File: src/rtl/mem_arb_pkg.sv
// Shared types and line geometry for the L1 miss arbiter.
// Also used by the Icache and Dcache for refill sizing.
package mem_arb_pkg;

    typedef enum logic {
        SRC_IC = 1'b0,
        SRC_DC = 1'b1
    } src_e;

    localparam int unsigned LINE_SIZE    = 512;
    localparam int unsigned OFFSET_WIDTH = 6;

endpackage

File: src/rtl/mem_req_arbiter_if.sv
// Cache-side and memory-side handshake bundle of mem_req_arbiter.
// slave: arbiter view; master: the surrounding caches and memory.
interface mem_req_arbiter_if #(
    parameter int ADDR_WIDTH = 64,
    parameter int LINE_SIZE  = 512
);
    logic                  ic_req_valid_i;
    logic                  ic_req_ready_o;
    logic [ADDR_WIDTH-1:0] ic_req_addr_i;
    logic                  dc_req_valid_i;
    logic                  dc_req_ready_o;
    logic [ADDR_WIDTH-1:0] dc_req_addr_i;
    logic                  mem_req_valid_o;
    logic                  mem_req_ready_i;
    logic [ADDR_WIDTH-1:0] mem_req_addr_o;
    logic                  mem_resp_valid_i;
    logic                  mem_resp_ready_o;
    logic [LINE_SIZE-1:0]  mem_resp_data_i;
    logic                  ic_refill_valid_o;
    logic                  ic_refill_ready_i;
    logic [LINE_SIZE-1:0]  ic_refill_data_o;
    logic                  dc_refill_valid_o;
    logic                  dc_refill_ready_i;
    logic [LINE_SIZE-1:0]  dc_refill_data_o;

    modport slave (
        input  ic_req_valid_i, ic_req_addr_i,
        output ic_req_ready_o,
        input  dc_req_valid_i, dc_req_addr_i,
        output dc_req_ready_o,
        output mem_req_valid_o, mem_req_addr_o,
        input  mem_req_ready_i,
        input  mem_resp_valid_i, mem_resp_data_i,
        output mem_resp_ready_o,
        output ic_refill_valid_o, ic_refill_data_o,
        input  ic_refill_ready_i,
        output dc_refill_valid_o, dc_refill_data_o,
        input  dc_refill_ready_i
    );

    modport master (
        output ic_req_valid_i, ic_req_addr_i,
        input  ic_req_ready_o,
        output dc_req_valid_i, dc_req_addr_i,
        input  dc_req_ready_o,
        input  mem_req_valid_o, mem_req_addr_o,
        output mem_req_ready_i,
        output mem_resp_valid_i, mem_resp_data_i,
        input  mem_resp_ready_o,
        input  ic_refill_valid_o, ic_refill_data_o,
        output ic_refill_ready_i,
        input  dc_refill_valid_o, dc_refill_data_o,
        output dc_refill_ready_i
    );
endinterface

File: src/rtl/mem_arb_src_fifo.sv
// In-order FIFO of request source IDs, one entry per issued read.
// DEPTH must be a power of two so the pointers wrap naturally.
module mem_arb_src_fifo
    import mem_arb_pkg::*;
#(
    parameter int DEPTH     = 4,
    parameter int PTR_WIDTH = 2
) (
    input  logic               clk,
    input  logic               rst_n,
    input  logic               push_i,
    input  src_e               push_src_i,
    input  logic               pop_i,
    output src_e               head_src_o,
    output logic [PTR_WIDTH:0] count_o
);
    src_e                 mem_q [DEPTH];
    logic [PTR_WIDTH-1:0] wr_ptr_q;
    logic [PTR_WIDTH-1:0] rd_ptr_q;
    logic [PTR_WIDTH:0]   cnt_q;

    always_ff @(posedge clk or negedge rst_n) begin
        if (!rst_n) begin
            wr_ptr_q <= '0;
            rd_ptr_q <= '0;
            cnt_q    <= '0;
            for (int i = 0; i < DEPTH; i++) begin
                mem_q[i] <= SRC_IC;
            end
        end else begin
            if (push_i) begin
                mem_q[wr_ptr_q] <= push_src_i;
                wr_ptr_q        <= wr_ptr_q + 1'b1;
            end
            if (pop_i) begin
                rd_ptr_q <= rd_ptr_q + 1'b1;
            end
            cnt_q <= cnt_q
                   + {{PTR_WIDTH{1'b0}}, push_i}
                   - {{PTR_WIDTH{1'b0}}, pop_i};
        end
    end

    assign head_src_o = mem_q[rd_ptr_q];
    assign count_o    = cnt_q;
endmodule

File: src/rtl/mem_req_arbiter.sv
// Icache/Dcache miss arbiter onto the single memory read port.
// MEM_ARB_ICACHE_PRIO_EN: fixed Icache priority instead of round-robin.
module mem_req_arbiter #(
    parameter int ADDR_WIDTH    = 64,
    parameter int LINE_SIZE     = 512,
    parameter int OFFSET_WIDTH  = 6,
    parameter int OST_DEPTH     = 4,
    parameter int OST_PTR_WIDTH = 2
) (
    input logic              clk,
    input logic              rst_n,
    mem_req_arbiter_if.slave bus
);
    import mem_arb_pkg::*;

    localparam logic [ADDR_WIDTH-1:0] ALIGN_MASK =
        {{(ADDR_WIDTH-OFFSET_WIDTH){1'b1}}, {OFFSET_WIDTH{1'b0}}};
    localparam logic [OST_PTR_WIDTH:0] OST_FULL =
        (OST_PTR_WIDTH+1)'(OST_DEPTH);

    logic                  req_vld_q, req_vld_d;
    logic [ADDR_WIDTH-1:0] req_addr_q, req_addr_d;
    logic                  resp_vld_q, resp_vld_d;
    src_e                  resp_src_q, resp_src_d;
    logic [LINE_SIZE-1:0]  resp_data_q, resp_data_d;

    logic [OST_PTR_WIDTH:0] ost_cnt;
    src_e                   head_src;
    logic                   slot_free, can_grant;
    logic                   ic_win, dc_win, ic_gnt, dc_gnt, grant;
    src_e                   gnt_src;
    logic [ADDR_WIDTH-1:0]  gnt_addr;
    logic                   tgt_rdy, resp_rdy, resp_acc;

`ifndef MEM_ARB_ICACHE_PRIO_EN
    src_e last_grant_q, last_grant_d;
`endif

    always_comb begin
        ic_win = 1'b0;
        dc_win = 1'b0;
        unique case (1'b1)
            bus.ic_req_valid_i && !bus.dc_req_valid_i: ic_win = 1'b1;
            bus.dc_req_valid_i && !bus.ic_req_valid_i: dc_win = 1'b1;
            bus.ic_req_valid_i && bus.dc_req_valid_i: begin
`ifdef MEM_ARB_ICACHE_PRIO_EN
                ic_win = 1'b1;
`else
                ic_win = (last_grant_q == SRC_DC);
                dc_win = (last_grant_q == SRC_IC);
`endif
            end
            default: ;
        endcase
    end

    // Count includes the request still parked in the slot.
    assign slot_free = !req_vld_q || bus.mem_req_ready_i;
    assign can_grant = slot_free && (ost_cnt != OST_FULL);
    assign ic_gnt    = can_grant && ic_win;
    assign dc_gnt    = can_grant && dc_win;
    assign grant     = ic_gnt || dc_gnt;
    assign gnt_src   = dc_gnt ? SRC_DC : SRC_IC;
    assign gnt_addr  = dc_gnt ? bus.dc_req_addr_i : bus.ic_req_addr_i;

    assign tgt_rdy  = (resp_src_q == SRC_IC) ? bus.ic_refill_ready_i
                                             : bus.dc_refill_ready_i;
    assign resp_rdy = (ost_cnt != '0) && (!resp_vld_q || tgt_rdy);
    assign resp_acc = bus.mem_resp_valid_i && resp_rdy;

    always_comb begin
        req_vld_d   = req_vld_q;
        req_addr_d  = req_addr_q;
        resp_vld_d  = resp_vld_q;
        resp_src_d  = resp_src_q;
        resp_data_d = resp_data_q;
        if (grant) begin
            req_vld_d  = 1'b1;
            req_addr_d = gnt_addr & ALIGN_MASK;
        end else if (bus.mem_req_ready_i) begin
            req_vld_d = 1'b0;
        end
        if (resp_acc) begin
            resp_vld_d  = 1'b1;
            resp_src_d  = head_src;
            resp_data_d = bus.mem_resp_data_i;
        end else if (resp_vld_q && tgt_rdy) begin
            resp_vld_d = 1'b0;
        end
    end

    always_ff @(posedge clk or negedge rst_n) begin
        if (!rst_n) begin
            req_vld_q   <= 1'b0;
            req_addr_q  <= '0;
            resp_vld_q  <= 1'b0;
            resp_src_q  <= SRC_IC;
            resp_data_q <= '0;
        end else begin
            req_vld_q   <= req_vld_d;
            req_addr_q  <= req_addr_d;
            resp_vld_q  <= resp_vld_d;
            resp_src_q  <= resp_src_d;
            resp_data_q <= resp_data_d;
        end
    end

`ifndef MEM_ARB_ICACHE_PRIO_EN
    assign last_grant_d = grant ? gnt_src : last_grant_q;

    always_ff @(posedge clk or negedge rst_n) begin
        if (!rst_n) begin
            last_grant_q <= SRC_DC;
        end else begin
            last_grant_q <= last_grant_d;
        end
    end
`endif

    mem_arb_src_fifo #(
        .DEPTH     (OST_DEPTH),
        .PTR_WIDTH (OST_PTR_WIDTH)
    ) u_src_fifo (
        .clk        (clk),
        .rst_n      (rst_n),
        .push_i     (grant),
        .push_src_i (gnt_src),
        .pop_i      (resp_acc),
        .head_src_o (head_src),
        .count_o    (ost_cnt)
    );

    assign bus.ic_req_ready_o    = ic_gnt;
    assign bus.dc_req_ready_o    = dc_gnt;
    assign bus.mem_req_valid_o   = req_vld_q;
    assign bus.mem_req_addr_o    = req_addr_q;
    assign bus.mem_resp_ready_o  = resp_rdy;
    assign bus.ic_refill_valid_o = resp_vld_q && (resp_src_q == SRC_IC);
    assign bus.dc_refill_valid_o = resp_vld_q && (resp_src_q == SRC_DC);
    assign bus.ic_refill_data_o  = resp_data_q;
    assign bus.dc_refill_data_o  = resp_data_q;
endmodule

File: src/flat_wrapper.sv
// flat-port wrapper written by rule: the top's interface ports become plain ports
module mem_req_arbiter_flat import mem_arb_pkg::*;
#(
    parameter int ADDR_WIDTH    = 64,
    parameter int LINE_SIZE     = 512,
    parameter int OFFSET_WIDTH  = 6,
    parameter int OST_DEPTH     = 4,
    parameter int OST_PTR_WIDTH = 2
)
  (clk, rst_n, bus_ic_req_valid_i, bus_ic_req_addr_i, bus_ic_req_ready_o, bus_dc_req_valid_i, bus_dc_req_addr_i, bus_dc_req_ready_o, bus_mem_req_valid_o, bus_mem_req_addr_o, bus_mem_req_ready_i, bus_mem_resp_valid_i, bus_mem_resp_data_i, bus_mem_resp_ready_o, bus_ic_refill_valid_o, bus_ic_refill_data_o, bus_ic_refill_ready_i, bus_dc_refill_valid_o, bus_dc_refill_data_o, bus_dc_refill_ready_i);
  mem_req_arbiter_if #(.ADDR_WIDTH(ADDR_WIDTH), .LINE_SIZE(LINE_SIZE)) bus_i ();
  input logic clk;
  input logic rst_n;
  input wire logic [$bits(bus_i.ic_req_valid_i)-1:0] bus_ic_req_valid_i;
  input wire logic [$bits(bus_i.ic_req_addr_i)-1:0] bus_ic_req_addr_i;
  output wire logic [$bits(bus_i.ic_req_ready_o)-1:0] bus_ic_req_ready_o;
  input wire logic [$bits(bus_i.dc_req_valid_i)-1:0] bus_dc_req_valid_i;
  input wire logic [$bits(bus_i.dc_req_addr_i)-1:0] bus_dc_req_addr_i;
  output wire logic [$bits(bus_i.dc_req_ready_o)-1:0] bus_dc_req_ready_o;
  output wire logic [$bits(bus_i.mem_req_valid_o)-1:0] bus_mem_req_valid_o;
  output wire logic [$bits(bus_i.mem_req_addr_o)-1:0] bus_mem_req_addr_o;
  input wire logic [$bits(bus_i.mem_req_ready_i)-1:0] bus_mem_req_ready_i;
  input wire logic [$bits(bus_i.mem_resp_valid_i)-1:0] bus_mem_resp_valid_i;
  input wire logic [$bits(bus_i.mem_resp_data_i)-1:0] bus_mem_resp_data_i;
  output wire logic [$bits(bus_i.mem_resp_ready_o)-1:0] bus_mem_resp_ready_o;
  output wire logic [$bits(bus_i.ic_refill_valid_o)-1:0] bus_ic_refill_valid_o;
  output wire logic [$bits(bus_i.ic_refill_data_o)-1:0] bus_ic_refill_data_o;
  input wire logic [$bits(bus_i.ic_refill_ready_i)-1:0] bus_ic_refill_ready_i;
  output wire logic [$bits(bus_i.dc_refill_valid_o)-1:0] bus_dc_refill_valid_o;
  output wire logic [$bits(bus_i.dc_refill_data_o)-1:0] bus_dc_refill_data_o;
  input wire logic [$bits(bus_i.dc_refill_ready_i)-1:0] bus_dc_refill_ready_i;
  assign bus_i.ic_req_valid_i = bus_ic_req_valid_i;
  assign bus_i.ic_req_addr_i = bus_ic_req_addr_i;
  assign bus_ic_req_ready_o = bus_i.ic_req_ready_o;
  assign bus_i.dc_req_valid_i = bus_dc_req_valid_i;
  assign bus_i.dc_req_addr_i = bus_dc_req_addr_i;
  assign bus_dc_req_ready_o = bus_i.dc_req_ready_o;
  assign bus_mem_req_valid_o = bus_i.mem_req_valid_o;
  assign bus_mem_req_addr_o = bus_i.mem_req_addr_o;
  assign bus_i.mem_req_ready_i = bus_mem_req_ready_i;
  assign bus_i.mem_resp_valid_i = bus_mem_resp_valid_i;
  assign bus_i.mem_resp_data_i = bus_mem_resp_data_i;
  assign bus_mem_resp_ready_o = bus_i.mem_resp_ready_o;
  assign bus_ic_refill_valid_o = bus_i.ic_refill_valid_o;
  assign bus_ic_refill_data_o = bus_i.ic_refill_data_o;
  assign bus_i.ic_refill_ready_i = bus_ic_refill_ready_i;
  assign bus_dc_refill_valid_o = bus_i.dc_refill_valid_o;
  assign bus_dc_refill_data_o = bus_i.dc_refill_data_o;
  assign bus_i.dc_refill_ready_i = bus_dc_refill_ready_i;
  mem_req_arbiter #(.ADDR_WIDTH(ADDR_WIDTH), .LINE_SIZE(LINE_SIZE), .OFFSET_WIDTH(OFFSET_WIDTH), .OST_DEPTH(OST_DEPTH), .OST_PTR_WIDTH(OST_PTR_WIDTH)) u_core (.clk(clk), .rst_n(rst_n), .bus(bus_i));
endmodule
File: config.mk
export PLATFORM = sky130hd
export DESIGN_NAME = mem_req_arbiter_flat
export DESIGN_NICKNAME = d
export VERILOG_FILES = /design/src/rtl/mem_arb_pkg.sv /design/src/rtl/mem_req_arbiter_if.sv /design/src/rtl/mem_arb_src_fifo.sv /design/src/rtl/mem_req_arbiter.sv /design/src/flat_wrapper.sv
export SDC_FILE = /design/constraint.sdc
export NUM_CORES = 1
export LEC_CHECK = 0
export CORE_AREA = 8 8 682 684
export DETAILED_ROUTE_END_ITERATION = 12
export DIE_AREA = 0 0 690 692
export PLACE_DENSITY = 0.3
export SYNTH_ARGS = -nofsm -noshare
export SYNTH_HDL_FRONTEND = slang
export SYNTH_SLANG_ARGS = --single-unit
File: constraint.sdc
create_clock -name clk -period 3.1 [get_ports clk]
set_input_delay 0.775 -clock clk [delete_from_list [all_inputs] [get_ports clk]]
set_output_delay 0.775 -clock clk [all_outputs]
set_load 0.01 [all_outputs]
==> metrics.md, run 1 <==
| Metric | Value |
|---|---|
| Die footprint | 477000 sq um |
| PD cells | 1150 nW/um^2 |
| Skew final | 34.4 ps |
| Layout cell share with drive strength beyond 1 | 24.8% |
| Core area | 454000 sq um |
| Ys flop type | dfrtp_1 |
| Final HPWL DP | 284000 um |
| Pleak | 18.5 nW |
| CTS H-tree depth | 3 |
| First-pass GRT wire length | 368000 um |
| Highest Clock Rate | 332 MHz |
| CP arrival | 2230 ps |
| Slew @ Worst Pin | 829 ps |
| Largest family of logic cells by synthesized area | multiplexers |
| Crit Path Category | primary input to output port |
| Layout area overhead | 90.7% |
| Largest net degree at the start of global routing | 65 |
| Routed vias/inst | 2.34 |
| TritonRoute pass-1 iters | 5 |
| PortBufs | 1723 |
| Syn Inst Count | 1856 |
| Most frequent cell after synthesis | dfrtp_1 |
| Cell row count | 248 |
| Synth top cells by count | dfrtp_1, buf_4, mux2_2 |
| Crit path max fanout | 8 |
| Routed Antenna Nets | 0 |
| Final Hold Viols | 0 |
| Final setup fails | 0 |
| Synth area leaders | dfrtp_1, mux2_2, buf_4, mux2_1, mux2_4 |
| Worst EP required | 2320 ps |
| Post-synthesis mux area share | 27.4% |
| Setup_tns | 0 ps |
| Antenna violations before repair | 362 |
| TritonCTS clock tree | built |
| Final worst-path cycle share | 97.0% |
| Routed via count | 21800 |
| Starting Density | 5.90% |
| Die height | 692 um |
| Worst hold path class | primary input to asynchronous set/reset pin |
| Max clock buf depth | 4 |
| Area share of xor/xnor cells in the synthesized design | 0.163% |
| DRT Wirelength | 311000 um |
| Vias in the first global route | 22400 |
| Library cells used by synthesis | 36 |
| Synth async-reset ratio | 100% |
| Die X | 690 um |
| Slew HR | 44.7% |
| Sequential share of the synthesized area | 54.6% |
| Clock sink total | 585 |
| Post-synth EDFFs | 0 |
| Starting DRC count in detailed routing | 1002 |
| VDD IR max | 0.451 mV |
| Root buf cell | clkbuf_16 |
| Min Tclk post-route | 3010 ps |
| CP Launch Type | primary input |
| Nets@finish | 3823 |
| Flops & latches, synth | 585 |
| Worst skew pair latency | 780 ps |
| Synth warnings | 0 |
| Post-Route Utilization | 11.2% |
| Tot GR Track Use | 12.5% |
| Num CTS Buffers | 88 |
| Drt drc | 0 |
| Final GP Congestion | 0.908 |
| Complex-gate fraction of the synthesized area | 0.472% |
| Share of the synthesized area in the top cell type | 54.5% |
| Clk pin slew, worst setup/hold paths | 50 ps |
| Biggest area consumer among synthesized cells | dfrtp_1 |
| Unrepaired setup endpoints after global routing | false |
| CP endpoint kind | output port |
| Simple-gate share of the synthesized area | 0.238% |
| Status | complete, no violations |
| R2R cell count | 10 |
| Fin. max-slew vios | 0 |
| Grt ovf | 0 |
| Adder and majority cell fraction of the synthesized area | 0.355% |
| Syn Std Cell Area | 26800 sq um |
| Syn_area_per_cell | 14.4 sq um |
| Hold Buf Count CTS | 0 |
| Mean routed wirelength per cell | 33.4 um |
| I/O Pins | 1742 |
| Max_cap viols | 0 |
[critical path, cell delays in order]
cell and delay, ps:
clkdlybuf4s50_1 540, nand2b_4 190, buf_4 170, and2_4 150, and2_4 160, buf_12 120, buf_12 120
[what timing repair did]
| item | CTS | global route |
|---|---|---|
| resized for setup | 14 | 0 |
| setup endpoints to repair | 4 | 0 |
| setup buffers | 4 | 0 |
[cell type report]
type,count,area (sq um)
inverters,8,30.0
diodes,73,183
flip-flops and latches,585,14600
multi-input cells,677,7740
clock buffers,131,2660
repair buffers,1808,18000
well taps,6000,7510
clock inverters,22,298
fillers,51700,403000
[cell families after synthesis]
family                     Yosys count
AOI/OAI and AO/OA                   16
buffers and inverters              599
adders and majority gates            7
muxes                              632
xor gates and xnor gates             5
DFF                                585
other                                1
and+or+nand+nor                     11
[final timing paths]
path / from / endpoint / slack [ps]
hold reg to reg: u_core.u_src_fifo.rd_ptr_q[1] / u_core.u_src_fifo.rd_ptr_q[1] / 490
max in group asynchronous: rst_n / u_core.bus.dc_refill_data_o[256] / 2040
hold / removal: rst_n / u_core.bus.dc_refill_data_o[198] / 80
setup / recovery: bus_mem_req_ready_i / bus_ic_req_ready_o / 90
min in group clk: u_core.u_src_fifo.rd_ptr_q[1] / u_core.u_src_fifo.rd_ptr_q[1] / 490
setup reg to reg: u_core.u_src_fifo.count_o[0] / u_core.u_src_fifo.count_o[2] / 670
[registers in the layout, indices dropped and copies added (netlist names), 2 cells and up]
name	cells
u_core.u_src_fifo.rd_ptr_q	2
u_core.bus.dc_refill_data_o	512
u_core.bus.mem_req_addr_o	58
u_core.u_src_fifo.count_o	3
u_core.u_src_fifo.wr_ptr_q	2
u_core.u_src_fifo.mem_q	4
[where the power goes]
group	leakage (nW)	switching, mW	internal (mW)
clock	1.46	4.14	6.39
sequential	6.83	6.05	11.6
combinational	10.2	14.0	16.7
total	18.5	24.1	34.7
[per-layer routing]
metal / part of all wire, % / track usage (%) / vias to the layer above
met5: 0.62 / 0 / -
met1: 36 / 12.8 / 10700
met2: 47 / 21.0 / 1481
li1: - / - / 8556
met4: 2.5 / 1.94 / 288
met3: 14 / 8.98 / 794
[layout by cell type (no fill, tap or decap), types with 2 or more instances in the layout]
master,n
a31oi_1,5
clkbuf_1,16
clkbuf_16,90
nand2_1,3
clkdlybuf4s50_1,1671
buf_12,21
inv_1,8
buf_4,111
and2_4,2
dlygate4sd2_1,4
a41oi_1,3
mux2_4,58
xnor2_1,3
mux2_2,462
clkinvlp_4,2
mux2_1,110
ha_1,6
xor2_1,2
diode_2,73
bufinv_16,6
dfrtp_1,583
clkinv_2,11
inv_6,2
clkbuf_8,25
conb_1,6
[stage by stage]
stage                     hold WS (ps)  setup WS (ps)  area, sq um  std cells  power (mW)
after floorplan                    450            238        26800       1861        28.4
after global placement             478           -468        47900       9074        50.1
after global routing              36.7           20.0        50900       9243        61.9
after detailed placement           487           -328        47900       9074        50.0
final                             77.2           92.0        51100       9304        58.8
after CTS                         20.7           6.20        50900       9231        61.2
Power figures use the tool's default switching activity.
==> run 2: changes to the inputs <==
--- a/config.mk
+++ b/config.mk
@@ -5,9 +5,10 @@
 export SDC_FILE = /design/constraint.sdc
 export NUM_CORES = 1
 export LEC_CHECK = 0
-export CORE_AREA = 8 8 682 684
+export CORE_AREA = 8 8 673 675
+export CTS_BUF_LIST = sky130_fd_sc_hd__clkbuf_2
 export DETAILED_ROUTE_END_ITERATION = 12
-export DIE_AREA = 0 0 690 692
+export DIE_AREA = 0 0 681 683
 export PLACE_DENSITY = 0.3
 export SYNTH_ARGS = -nofsm -noshare
 export SYNTH_HDL_FRONTEND = slang
==> run 2 against run 1 <==
Via count increased by 28%. Global-route usage about the same. Non-clock buffer count increased by 1336. Sequential power about the same. Utilization increased by 3.3 points. Cell count increased by 16%. Clock skew increased by 150 ps. Flip-flop and latch count unchanged. Maximum frequency decreased by 15%. Worst hold slack improved by 370 ps. The run now ends with negative setup slack left.
==> metrics.md, run 2 (synthesis gave the netlist of run 1 again) <==
| Metric | Value |
|---|---|
| Status | complete, but fails checks |
| Failing checks | negative setup slack |
| Crit Path Category | register to output port |
| Busiest grt layer | met2 |
| Hold Crit Start | bus_mem_resp_data_i[348] |
| Met1 global-route usage | 14.8% |
| CTS H-tree depth | 4 |
| Clock sink total | 585 |
| Worst setup margin | -446 ps |
| Critical path's top delay family | simple AND/OR/NAND/NOR gates |
| Crit path depth | 4 |
| Mean routed wirelength per cell | 28.7 um |
| Crit path max fanout | 3 |
| Worst path bufs/invs | 1 |
| Num CTS Buffers | 196 |
| CP endpoint kind | output port |
| TritonRoute pass-1 iters | 5 |
| Die footprint | 465000 sq um |
| Drt drc | 0 |
| Nets@finish | 5267 |
| VDD IR max | 0.405 mV |
| Final Hold Viols | 0 |
| Skew final | 184 ps |
| Slew HR | 46.6% |
| Layout area overhead | 141% |
| Root buf cell | clkbuf_2 |
| Highest Clock Rate | 282 MHz |
| Post-Place Worst Slack | -229 ps |
| Worst skew pair latency | 1510 ps |
| Final HPWL DP | 255000 um |
| Cells after DPL | 8993 |
| CP dominant cell by count | and2_4 |
| Fin. max-slew vios | 0 |
| Max clock buf depth | 4 |
| Final setup fails | 60 |
| Final worst-path cycle share | 114% |
| Worst hold path class | primary input to register |
| Global Route met3 Usage | 5.48% |
| Routed Antenna Nets | 0 |
| Tot Pwr | 67.1 mW |
| TritonCTS clock tree | built |
| Met2 usage | 20.6% |
| Clock power frac | 9.8% |
| Unrepaired setup endpoints after global routing | true |
| Starting DRC count in detailed routing | 1120 |
| PD cells | 1040 nW/um^2 |
| Starting Density | 6.05% |
| PortBufs | 1723 |
| Comb power frac | 64.3% |
| Multi-input combinational cell area | 7750 sq um |
| Layout cell share with drive strength beyond 1 | 59.2% |
| Slowest stage delay, CP | 430 ps |
| Storage element area | 15000 sq um |
| Clk pin slew, worst setup/hold paths | 100 ps |
| Largest net degree at the start of global routing | 71 |
| Sw frac | 42.4% |
| Pleak | 26.7 nW |
| CP cell instances | or3b_4 -> and2_4 -> and2_4 -> buf_6 |
| Cell row count | 245 |
| Core area | 443000 sq um |
| Max_cap viols | 0 |
| Slew @ Worst Pin | 801 ps |
| Vias in the first global route | 28500 |
| CP arrival | 2770 ps |
| Die X | 681 um |
| Commonest non-fill, non-tap cell in the layout | buf_6 |
| First-pass GRT wire length | 371000 um |
| Final GP Congestion | 0.895 |
| Worst EP required | 2320 ps |
| Cell area after layout | 64500 sq um |
| Area after DPL | 47700 sq um |
| RR Startpoint | u_core.resp_src_q |
| Routed via count | 27800 |
| Critical path origin | u_core.u_src_fifo.count_o[1] |
| Sw power | 28.4 mW |
| Die height | 683 um |
| Tot GR Track Use | 12.5% |
| Antenna violations before repair | 330 |
| Most frequent cells in the layout | buf_6, dlygate4sd3_1, clkdlybuf4s50_1, mux2_2, clkbuf_2 |
| DRT Wirelength | 308000 um |
| I/O Pins | 1742 |
| CP Launch Type | register |
| R2R cell count | 7 |
| WHS Path Cells | 3 |
| Min Tclk post-route | 3550 ps |
| Post-Layout Cell Count | 10800 |
| Flip-flop count of the largest register after layout | 512 |
| Cell Int Power | 38.6 mW |
| Fillers | 49800 |
| Grt ovf | 0 |
| Seq pwr share | 25.9% |
| Slowest CP cell | or3b_4 |
| Routed vias/inst | 2.59 |
[run 2: cell types whose count changed in the layout (fill, tap and decap cells not counted), moves of 25 or more]
cell / change
dlymetal6s2s_1: +29
clkdlybuf4s50_1: -1037
clkbuf_2: +397
dfrtp_1: -288
buf_6: +1123
dlygate4sd3_1: +795
clkinv_1: +26
buf_4: +154
buf_12: +70
buf_2: +68
clkbuf_8: -25
clkbuf_16: -90
dfrtp_2: +285
diode_2: +28
[run 2: through the flow]
step / setup TNS [ps] / utilization [%] / hold WS, ps
6_report: -3000 / 14.6 / 447
5_1_grt: -252130 / 14.5 / 120
4_1_cts: -580110 / 13.7 / 1.39
3_5_place_dp: -13730 / 10.8 / 481
3_3_place_gp: -13790 / 10.8 / 483
2_1_floorplan: 0 / - / 450
[run 2: timing repair]
item	in CTS	in global routing
resized for setup	3627	2103
hold endpoints to repair	1167	0
hold buffers	796	0
setup buffers	317	276
endpoints found under the setup margin	1088	1088
pin swaps	2	1
[run 2: final timing paths]
kind	end	slack (ps)
min in group asynchronous	u_core.bus.dc_refill_data_o[273]	790
setup reg to reg	u_core.bus.dc_refill_data_o[333]	240
max in group asynchronous	u_core.bus.dc_refill_data_o[145]	1490
hold / removal	u_core.bus.dc_refill_data_o[348]	450
hold reg to reg	u_core.u_src_fifo.rd_ptr_q[1]	490
setup / recovery	bus_ic_req_ready_o	-450
[run 2: layout make-up]
type / instances / area share, %
multi-input cells: 677 / 12.0
clock inverters: 36 / 0.256
well taps: 5928 / 11.5
diodes: 101 / 0.392
inverters: 8 / 0.0466
repair buffers: 3144 / 50.3
flip-flops and latches: 585 / 23.3
clock buffers: 283 / 2.20
[run 2: power groups by stage]
| stage | Clock [mW] | Combinational, mW | Sequential (mW) |
|---|---|---|---|
| 2_1_floorplan | 0 | 12.4 | 16.0 |
| 5_1_grt | 7.49 | 44.9 | 17.8 |
| 6_report | 6.61 | 43.1 | 17.4 |
| 4_1_cts | 7.19 | 38.5 | 17.5 |
| 3_3_place_gp | 0 | 30.6 | 18.0 |
| 3_5_place_dp | 0 | 30.4 | 18.1 |
[run 2: per-layer routing]
metal	vias to the layer above	share of wire [%]
li1	11500	-
met1	13700	39
met2	1650	46
met3	752	10
met4	194	4.3
met5	-	0.41
[run 2: worst min-delay path, cell delays in order]
cell	delay (ps)
dlygate4sd3_1	610
clkdlybuf4s50_1	500
mux2_2	130
==> RTL edit (settings of run 1) <==
Take the reset off `req_addr_q` and `resp_data_q` and load them in a clocked block of their own.
--- a/src/rtl/mem_req_arbiter.sv
+++ b/src/rtl/mem_req_arbiter.sv
@@ -94,13 +94,14 @@
             req_vld_q   <= 1'b0;
-            req_addr_q  <= '0;
             resp_vld_q  <= 1'b0;
             resp_src_q  <= SRC_IC;
-            resp_data_q <= '0;
         end else begin
             req_vld_q   <= req_vld_d;
-            req_addr_q  <= req_addr_d;
             resp_vld_q  <= resp_vld_d;
             resp_src_q  <= resp_src_d;
-            resp_data_q <= resp_data_d;
         end
+    end
+
+    always_ff @(posedge clk) begin
+        req_addr_q  <= req_addr_d;
+        resp_data_q <= resp_data_d;
     end
Behaviour: not the same (a bounded check fails within 4 cycles, from zero or initial values and one cycle with rst_n low).
==> RTL edit against run 1 <==
Setup slack improved by 0.048 ns; register-to-register slack got worse by 0.04 ns; routed wire length about the same; die area unchanged; cell area decreased by 8.1%; core utilization decreased by 0.91 points; sequential cell count unchanged; critical path depth decreased by 2; area after synthesis decreased by 16%; largest cell class unchanged.
Power is not compared: it rests on default switching activity, and its combinational part moved more than twofold at a synthesized area within 25%.
==> RTL edit: results (changes against run 1) <==
| Metric | Value |
|---|---|
| Pin count of the biggest net entering global routing | 50 (-23%) |
| Hold path start | u_core.u_src_fifo.rd_ptr_q[1]$_DFFE_PN0P_ |
| GR Util All Layers | 12.4% (-0.043 points) |
| Post-synth EDFFs | 570 (+570) |
| First-pass GRT wire length | 355 mm (-3.7%) |
| RD Place Congestion | 0.927 (+2.1%) |
| Skew final | 0.0627 ns (+0.0283 ns) |
| Worst reg2reg endpoint | u_core.u_src_fifo.count_o[2]$_DFF_PN0_ |
| Outcome | completed |
| R2r worst-path depth | 10 (unchanged) |
| CTS root buf | clkbuf_16 |
| Worst Path Max Fanout | 4 (-4) |
| Initial DRC Count | 1213 (+21%) |
| TritonRoute pass-1 iters | 5 (unchanged) |
| Max reg flops | 512 (unchanged) |
| DP Worst Slack | -0.128 ns (+0.200 ns) |
| Top cells by area, synth | edfxtp_1 (76%), buf_4 (17%), mux2_2 (2.5%) |
| Worst slew pin tran | 0.948 ns (+0.119 ns) |
| Net count, final | 3229 (-16%) |
| Congestion Overflow GR | 0 (unchanged) |
| Worst-path clk slew | 0.06 ns |
| Setup TNS Final | 0 ns (unchanged) |
| Synth cell count leaders | edfxtp_1 (570), buf_4 (522), mux2_2 (51), dfrtp_1 (14) |
| Reg2reg start | u_core.u_src_fifo.count_o[1]$_DFF_PN0_ |
| Hold slack | 0.494 ns (+0.417 ns) |
| DPL Wire Length | 287 mm (+1.1%) |
| Worst R2R Setup Slack | 0.63 ns (-0.04 ns) |
| CTS max path bufs | 4 (unchanged) |
| CP arrival | 2.18 ns (-0.05 ns) |
| Hold Path End | u_core.u_src_fifo.rd_ptr_q[1]$_DFFE_PN0P_ |
| Leak pwr | 14.6 nW |
| Placed inst area | 0.0439 mm² (-8.3%) |
| Number of global-route vias before repair | 17700 (-21%) |
| Hold Crit Class | flop to flop |
| FFs w/ async S/R, synth | 2.56% (-97 points) |
| Initial antenna violation count | 352 (-2.8%) |
| Cell Int Power | 0.0227 W |
| Synth cell types | 32 (-11%) |
| Yosys Warn Count | 0 (unchanged) |
| CTS Buf Count | 85 (-3.4%) |
| Ys flop type | edfxtp_1 |
| Sequential cell area fraction in the yosys report | 77.5% (+23 points) |
| Clk_lat worst skew | 0.81 ns (+0.03 ns) |
| WL final | 311 mm (about the same) |
| Ratio of cells with drive above 1 in the final layout | 11.9% (-13 points) |
| Max cap viols | 0 (unchanged) |
| Vias per cell | 2.07 (-12%) |
[RTL edit: changes by cell type after synthesis, sizes merged, moves of 63 or more]
cell and change:
edfxtp +570, dfrtp -570, mux2 -570, buf -63
[RTL edit: power groups by stage]
stage | logic (W) | registers (W) | clock network (W)
final | 0.0121 | 0.0127 | 0.0102
after global routing | 0.0128 | 0.0128 | 0.0109
after CTS | 0.0126 | 0.0127 | 0.0108
after detailed placement | 0.0125 | 0.0129 | 0
after global placement | 0.0126 | 0.0129 | 0
after floorplan | 0.00298 | 0.0124 | 0
[RTL edit: through the flow]
stage	total power, W	std cells
final	0.0349	8694
after global routing	0.0365	8651
after CTS	0.0361	8634
after detailed placement	0.0254	8479
after global placement	0.0255	8479
after floorplan	0.0153	1229
[RTL edit: worst max-delay path by stage]
stage / from / to / depth (start not counted)
CTS: u_core.u_src_fifo.count_o[0]$_DFF_PN0_ / bus_ic_req_ready_o / 5
global placement: bus_mem_req_ready_i / u_core.u_src_fifo.count_o[2]$_DFF_PN0_ / 10
detailed placement: bus_mem_req_ready_i / bus_dc_req_ready_o / 6
floorplan: bus_dc_refill_ready_i / u_core.u_src_fifo.count_o[2]$_DFF_PN0_ / 8
finish: u_core.u_src_fifo.count_o[1]$_DFF_PN0_ / bus_ic_req_ready_o / 5
global route: u_core.bus.dc_refill_data_o[361]$_DFFE_PP_ / bus_dc_refill_data_o[361] / 1
[RTL edit: what timing repair did]
action                                  CTS  global route
buffers inserted                          6             2
cloned                                    0             0
gates resized for setup                   9             5
hold endpoints to repair                  0             0
pin swaps                                 1             1
endpoints found under the setup margin    5             3
[RTL edit: layout make-up]
type | count | area [µm²]
flip-flops and latches | 585 | 17500
multi-input cells | 107 | 1160
well taps | 6000 | 7510
fillers | 51700 | 407000
repair buffers | 1786 | 17800
diodes | 58 | 145
clock buffers | 99 | 2220
clock inverters | 50 | 567
inverters | 9 | 36.3
[RTL edit: kinds of logic after synthesis]
family | count (synthesis) | share of synthesized area [%]
AO/OA/AOI/OAI | 16 | 0.515
buffers and inverters | 537 | 17.8
multiplexers | 62 | 3.29
other | 1 | 0.0166
AND/OR/NAND/NOR | 11 | 0.338
adder cells (fa/ha/maj) | 7 | 0.421
XOR/XNOR | 5 | 0.194
flip-flops | 585 | 77.5
[RTL edit: layer usage]
| layer | part of all wire [%] | vias to the layer above | track usage [%] |
|---|---|---|---|
| met4 | 3.4 | 236 | 2.83 |
| met5 | 0.50 | - | 0 |
| li1 | - | 6683 | - |
| met1 | 34 | 8590 | 12.3 |
| met3 | 17 | 842 | 9.61 |
| met2 | 46 | 1678 | 20.5 |
[RTL edit: worst max-delay path: stages, from the launching register on]
cell and delay, ns:
dfrtp_2 0.40, or3b_4 0.43, buf_6 0.14, and2_4 0.13
and2_4 0.14, buf_12 0.13
